### src/rtl/cic_seq.sv
`default_nettype none
// ============================================================================
//  Module      : cic_seq
//  Description : CIC decimator sequencer. Gates cic_en, discards settling
//                samples after each start, buffers samples in a show-ahead
//                FIFO with valid/ready output. Optional burst limit when
//                CIC_SEQ_BURST_EN is defined.
//  Revision    : 1.0 - initial release
// ============================================================================
module cic_seq #(
   parameter int DATA_WIDTH     = 16,
   parameter int FIFO_DEPTH     = 4,
   parameter int SETTLE_SAMPLES = 5,
   parameter int BURST_WIDTH    = 16
) (
   input  logic                   clk,
   input  logic                   arst_n,
   input  logic                   start,
   input  logic                   stop,
   input  logic [BURST_WIDTH-1:0] burst_len,
   output logic                   cic_en,
   input  logic [DATA_WIDTH-1:0]  cic_data,
   input  logic                   cic_data_clk,
   output logic [DATA_WIDTH-1:0]  m_data,
   output logic                   m_valid,
   input  logic                   m_ready,
   output logic                   busy,
   output logic                   overflow,
   input  logic                   overflow_clr
);

   localparam int             PTR_W     = $clog2(FIFO_DEPTH);
   localparam logic [7:0]     c_settle  = 8'(SETTLE_SAMPLES);
   localparam logic [PTR_W:0] c_ptr_one = {{PTR_W{1'b0}}, 1'b1};

   typedef enum logic [1:0] {
      S_IDLE   = 2'd0,
      S_SETTLE = 2'd1,
      S_RUN    = 2'd2
   } state_t;

   state_t                r_state, w_state_nxt;
   logic [7:0]            r_discard, w_discard_nxt;
   logic                  r_strobe;
   logic [DATA_WIDTH-1:0] r_mem [FIFO_DEPTH];
   logic [PTR_W:0]        r_wr_ptr, r_rd_ptr;
   logic                  r_overflow;

   logic w_empty, w_full, w_pop, w_push_req, w_push, w_ovf_set;

   // The CIC output settles one cycle after its data_clk, so capture on the delayed strobe
   assign w_empty    = (r_wr_ptr == r_rd_ptr);
   assign w_full     = (r_wr_ptr[PTR_W] != r_rd_ptr[PTR_W]) &&
                       (r_wr_ptr[PTR_W-1:0] == r_rd_ptr[PTR_W-1:0]);
   assign w_pop      = !w_empty && m_ready;
   assign w_push_req = (r_state == S_RUN) && r_strobe && !stop;
   assign w_push     = w_push_req && (!w_full || w_pop);
   assign w_ovf_set  = w_push_req && w_full && !w_pop;

`ifdef CIC_SEQ_BURST_EN
   logic [BURST_WIDTH-1:0] r_burst, w_burst_nxt;
`else
   logic w_unused_burst;
   assign w_unused_burst = ^burst_len;
`endif

   always_comb begin
      w_state_nxt   = r_state;
      w_discard_nxt = r_discard;
`ifdef CIC_SEQ_BURST_EN
      w_burst_nxt   = r_burst;
`endif
      case (r_state)
         S_IDLE: begin
            if (start && !stop) begin
               w_discard_nxt = c_settle;
`ifdef CIC_SEQ_BURST_EN
               w_burst_nxt   = burst_len;
`endif
               w_state_nxt   = (c_settle == 8'd0) ? S_RUN : S_SETTLE;
            end
         end
         S_SETTLE: begin
            if (stop) begin
               w_state_nxt = S_IDLE;
            end else if (r_strobe) begin
               w_discard_nxt = r_discard - 8'd1;
               if (r_discard == 8'd1) w_state_nxt = S_RUN;
            end
         end
         S_RUN: begin
            if (stop) begin
               w_state_nxt = S_IDLE;
            end
`ifdef CIC_SEQ_BURST_EN
            // A zero count stays zero and means unlimited
            else if (w_push && (r_burst != '0)) begin
               w_burst_nxt = r_burst - 1'b1;
               if (r_burst == {{(BURST_WIDTH-1){1'b0}}, 1'b1}) w_state_nxt = S_IDLE;
            end
`endif
         end
         default: w_state_nxt = S_IDLE;
      endcase
   end

   always_ff @(posedge clk or negedge arst_n) begin
      if (!arst_n) begin
         r_state   <= S_IDLE;
         r_discard <= 8'd0;
         r_strobe  <= 1'b0;
`ifdef CIC_SEQ_BURST_EN
         r_burst   <= '0;
`endif
      end else begin
         r_state   <= w_state_nxt;
         r_discard <= w_discard_nxt;
         r_strobe  <= cic_data_clk;
`ifdef CIC_SEQ_BURST_EN
         r_burst   <= w_burst_nxt;
`endif
      end
   end

   always_ff @(posedge clk or negedge arst_n) begin
      if (!arst_n) begin
         for (int i = 0; i < FIFO_DEPTH; i++) r_mem[i] <= '0;
         r_wr_ptr   <= '0;
         r_rd_ptr   <= '0;
         r_overflow <= 1'b0;
      end else begin
         if (w_push) begin
            r_mem[r_wr_ptr[PTR_W-1:0]] <= cic_data;
            r_wr_ptr <= r_wr_ptr + c_ptr_one;
         end
         if (w_pop) r_rd_ptr <= r_rd_ptr + c_ptr_one;
         if (w_ovf_set)         r_overflow <= 1'b1;
         else if (overflow_clr) r_overflow <= 1'b0;
      end
   end

   assign cic_en   = (r_state != S_IDLE);
   assign busy     = (r_state != S_IDLE);
   assign m_valid  = !w_empty;
   assign m_data   = r_mem[r_rd_ptr[PTR_W-1:0]];
   assign overflow = r_overflow;

endmodule
`default_nettype wire

### config.mk
export PLATFORM = sky130hd
export DESIGN_NAME = cic_seq
export DESIGN_NICKNAME = d
export VERILOG_FILES = /design/src/rtl/cic_seq.sv
export SDC_FILE = /design/constraint.sdc
export NUM_CORES = 1
export LEC_CHECK = 0
export CORE_MARGIN = 2
export CORE_UTILIZATION = 58
export DETAILED_ROUTE_END_ITERATION = 10
export GPL_TIMING_DRIVEN = 0
export PLACE_DENSITY = 0.89
export SETUP_SLACK_MARGIN = 0.15
export SYNTH_ARGS = -nofsm -noshare
export SYNTH_HDL_FRONTEND = slang
export SYNTH_SLANG_ARGS = --single-unit
### constraint.sdc
create_clock -name clk -period 6.2 [get_ports clk]
set_clock_uncertainty 0.1 [all_clocks]
set_input_delay 1.24 -clock clk [delete_from_list [all_inputs] [get_ports clk]]
set_output_delay 1.24 -clock clk [all_outputs]
set_load 0.02 [all_outputs]
==> results.json <==
{
  "routedWlPerCell_um": 18.72,
  "startpoint": "r_rd_ptr[1]",
  "cp-end-kind": "output port",
  "ys.flop_type": "dfrtp_1",
  "outcome": "finished, final reports clean",
  "diodes": 0,
  "drt-vias-per-instance": 5.864,
  "drt_first_pass_iters": 4,
  "crit_buf_inv": 3,
  "rsz0062_at_grt": "false",
  "reg2reg_setup_slack_ps": 3920,
  "portBuffers": 42,
  "route.met2.wl_mm": 3.658,
  "drt-total-wl_mm": 7.150,
  "grt_overflow": 0,
  "synthesis.nets": 292,
  "synth_cells": 246,
  "cts_sinks": 82,
  "fin_tns_setup_ps": 0,
  "power_density_nw_per_um2": 321.3,
  "crit_cells": 4,
  "synth_area_leaders": "dfrtp_1, mux2_2, mux4_2",
  "clock_latency_ps": 350,
  "cts_tree": "built",
  "drc": 0,
  "finalSetupViolations": 0,
  "synthToLayoutAreaGrowth_pct": 20.49,
  "fin_crit_ps": 3788,
  "dieArea_um2": 7179,
  "r2r-end": "r_mem[61]",
  "synth_top_cell_area_share_pct": 54.29,
  "met3_length_um": 187,
  "syn_area_per_cell_um2": 15.37,
  "synth_top_cell_by_area": "dfrtp_1",
  "dp_hpwl_mm": 4.762,
  "post_cts_buffers": 0,
  "start_util_pct": 59.87,
  "cts_resized": 0,
  "yosysUniqueCellTypes": 36,
  "fp.dieH_um": 84.73,
  "top_layer": "met4",
  "grt_use_total_pct": 21.93,
  "via_count": 2240,
  "slew-limit-headroom_pct": 50.82,
  "ir_drop_v": 0.0002107,
  "cpPeakStageDelay_ps": 580,
  "ys_ff_latch": 82,
  "wl_met1_mm": 3.141,
  "grt_start_max_net_pins": 44,
  "finalCritPeriodShare_pct": 61.10,
  "p_leak_nw": 2.146,
  "placedCellCount": 366,
  "clk_pin_slew_worst_paths_ps": 80,
  "grt_pass1_wl_mm": 11.99,
  "antenna_found_initial": 0,
  "clk_path_buf_depth": 2,
  "num_rows": 29,
  "ys_seq_area_share_pct": 54.29,
  "timing.fmax_mhz": 264.0,
  "synthArstFlopShare_pct": 100.0,
  "cts_inserted_buffers": 9,
  "endpoint": "m_data[12]",
  "timing.rr.start": "r_rd_ptr[1]",
  "rr_worst_depth": 6,
  "worstPathCellList": "buf_2, clkbuf_1, mux4_2, clkdlybuf4s50_1",
  "synth_edf_count": 0,
  "worstSetupPathType": "reg -> out",
  "worst_slew_pin_slew_ps": 736.0,
  "finalMaxSlewViolations": 0,
  "path_delay_family": "buffers and inverters",
  "drt_iter0_markers": 109,
  "final_cells": 382,
  "critical_path_arrival_ps": 2450,
  "drive_gt1_share_pct": 38.69,
  "worstPathRequired_ps": 4860,
  "grt_pass1_vias": 2420,
  "ys_warn_count": 0,
  "dieWidth_um": 84.73,
  "crit_path_start_kind": "register",
  "critPathSlowestCell": "clkdlybuf4s50_1",
  "hold_violations": 0,
  "routabilityCongestion": 0.7574,
  "fin_nets": 346,
  "root_buffer": "clkbuf_8",
  "cp_max_fo": 10,
  "io_pins": 59,
  "netlist_area_um2": 3780,
  "htree_levels": 3,
  "core-area_um2": 6314,
  "holdCritPathClass": "reg -> reg",
  "maxCapViolCount": 0,
  "drtAntennaViolNets": 0,
  "cts_hold_buf": 0
}
worst reg2reg max path: stages, from the launching register on:
cell and delay [ps]:
dfrtp_1 380, buf_2 210, xnor2_1 290, nand4b_2 310
nand3_2 320, buf_6 210, mux2_2 350
synthesized netlist by cell type (3+ instances only):
library cell / count
ha_1: 7
nand3_2: 3
dfrtp_1: 82
xor2_1: 7
mux2_2: 67
inv_1: 5
nand4_1: 5
mux4_2: 16
nor2_1: 8
o21ai_0: 4
nand2_1: 4
xnor2_1: 5
buf_6: 4
layout make-up:
cell class | count | area (µm²)
flip-flops and latches | 82 | 2052
clock buffers | 9 | 123.9
inverters | 5 | 18.77
repair buffers | 43 | 437.9
multi-input cells | 150 | 1635
clock inverters | 7 | 116.4
plain buffers | 9 | 73.82
fillers | 410 | 1759
well taps | 77 | 96.34
worst min path at each step:
stage	from	endpoint	slack [ps]	cells after the start
3_5_place_dp	r_mem[25]	r_mem[25]	390	1
6_report	r_mem[25]	r_mem[25]	410	1
2_1_floorplan	r_mem[22]	r_mem[22]	370	1
5_1_grt	r_mem[25]	r_mem[25]	420	1
4_1_cts	r_mem[26]	r_mem[26]	410	1
3_3_place_gp	r_mem[30]	r_mem[30]	380	1
sequential cells by signal, summed over array words and instances, names as in the netlist:
register	flops
overflow	1
r_discard	8
r_state	2
r_strobe	1
r_wr_ptr	3
r_mem	64
r_rd_ptr	3
logic make-up after synthesis:
| kind of cell | Yosys count | synth area share, % |
|---|---|---|
| buffers and inverters | 14 | 2.449 |
| DFF | 82 | 54.29 |
| xor gates and xnor gates | 12 | 2.781 |
| muxes | 83 | 29.49 |
| adders and majority gates | 7 | 2.317 |
| and+or+nand+nor | 38 | 7.018 |
| AOI/OAI and AO/OA | 10 | 1.655 |
through the flow:
step / power [mW] / hold slack, ps / setup slack [ps] / util (%) / area (µm²)
floorplan: 0.8871 / 373.8 / 3430 / - / 3780
detailed placement: 1.011 / 388.7 / 2767 / 68.33 / 4314
global route: 1.539 / 424.5 / 2294 / 72.14 / 4554
global placement: 0.9940 / 381.4 / 957.7 / 68.05 / 4297
CTS: 1.477 / 407.6 / 2382 / 72.14 / 4554
finish: 1.463 / 406.3 / 2412 / 72.14 / 4554
power breakdown:
part | internal, mW | switching, mW
logic | 0.185 | 0.183
clock network | 0.267 | 0.196
registers | 0.588 | 0.0437
total | 1.04 | 0.422
cells in the final DEF, fill, tap and decap left out, types with 3 or more instances in the layout:
master	Yosys	routed
dfrtp_1	82	82
mux2_2	67	67
clkdlybuf4s50_1	0	41
mux4_2	16	16
clkbuf_8	0	9
nor2_1	8	8
xor2_1	7	7
ha_1	7	7
inv_1	5	5
xnor2_1	5	5
nand4_1	5	5
nand2_1	4	4
o21ai_0	4	4
buf_6	4	4
buf_4	2	3
nand3_2	3	3
bufinv_16	0	3
per-layer routing:
| layer | GRT usage, % | up-vias |
|---|---|---|
| li1 | - | 1016 |
| met1 | 29.23 | 1177 |
| met2 | 35.93 | 33 |
| met3 | 3.736 | 14 |
| met4 | 9.380 | 0 |
| met5 | 0 | - |
(Power assumes the default switching activity.)
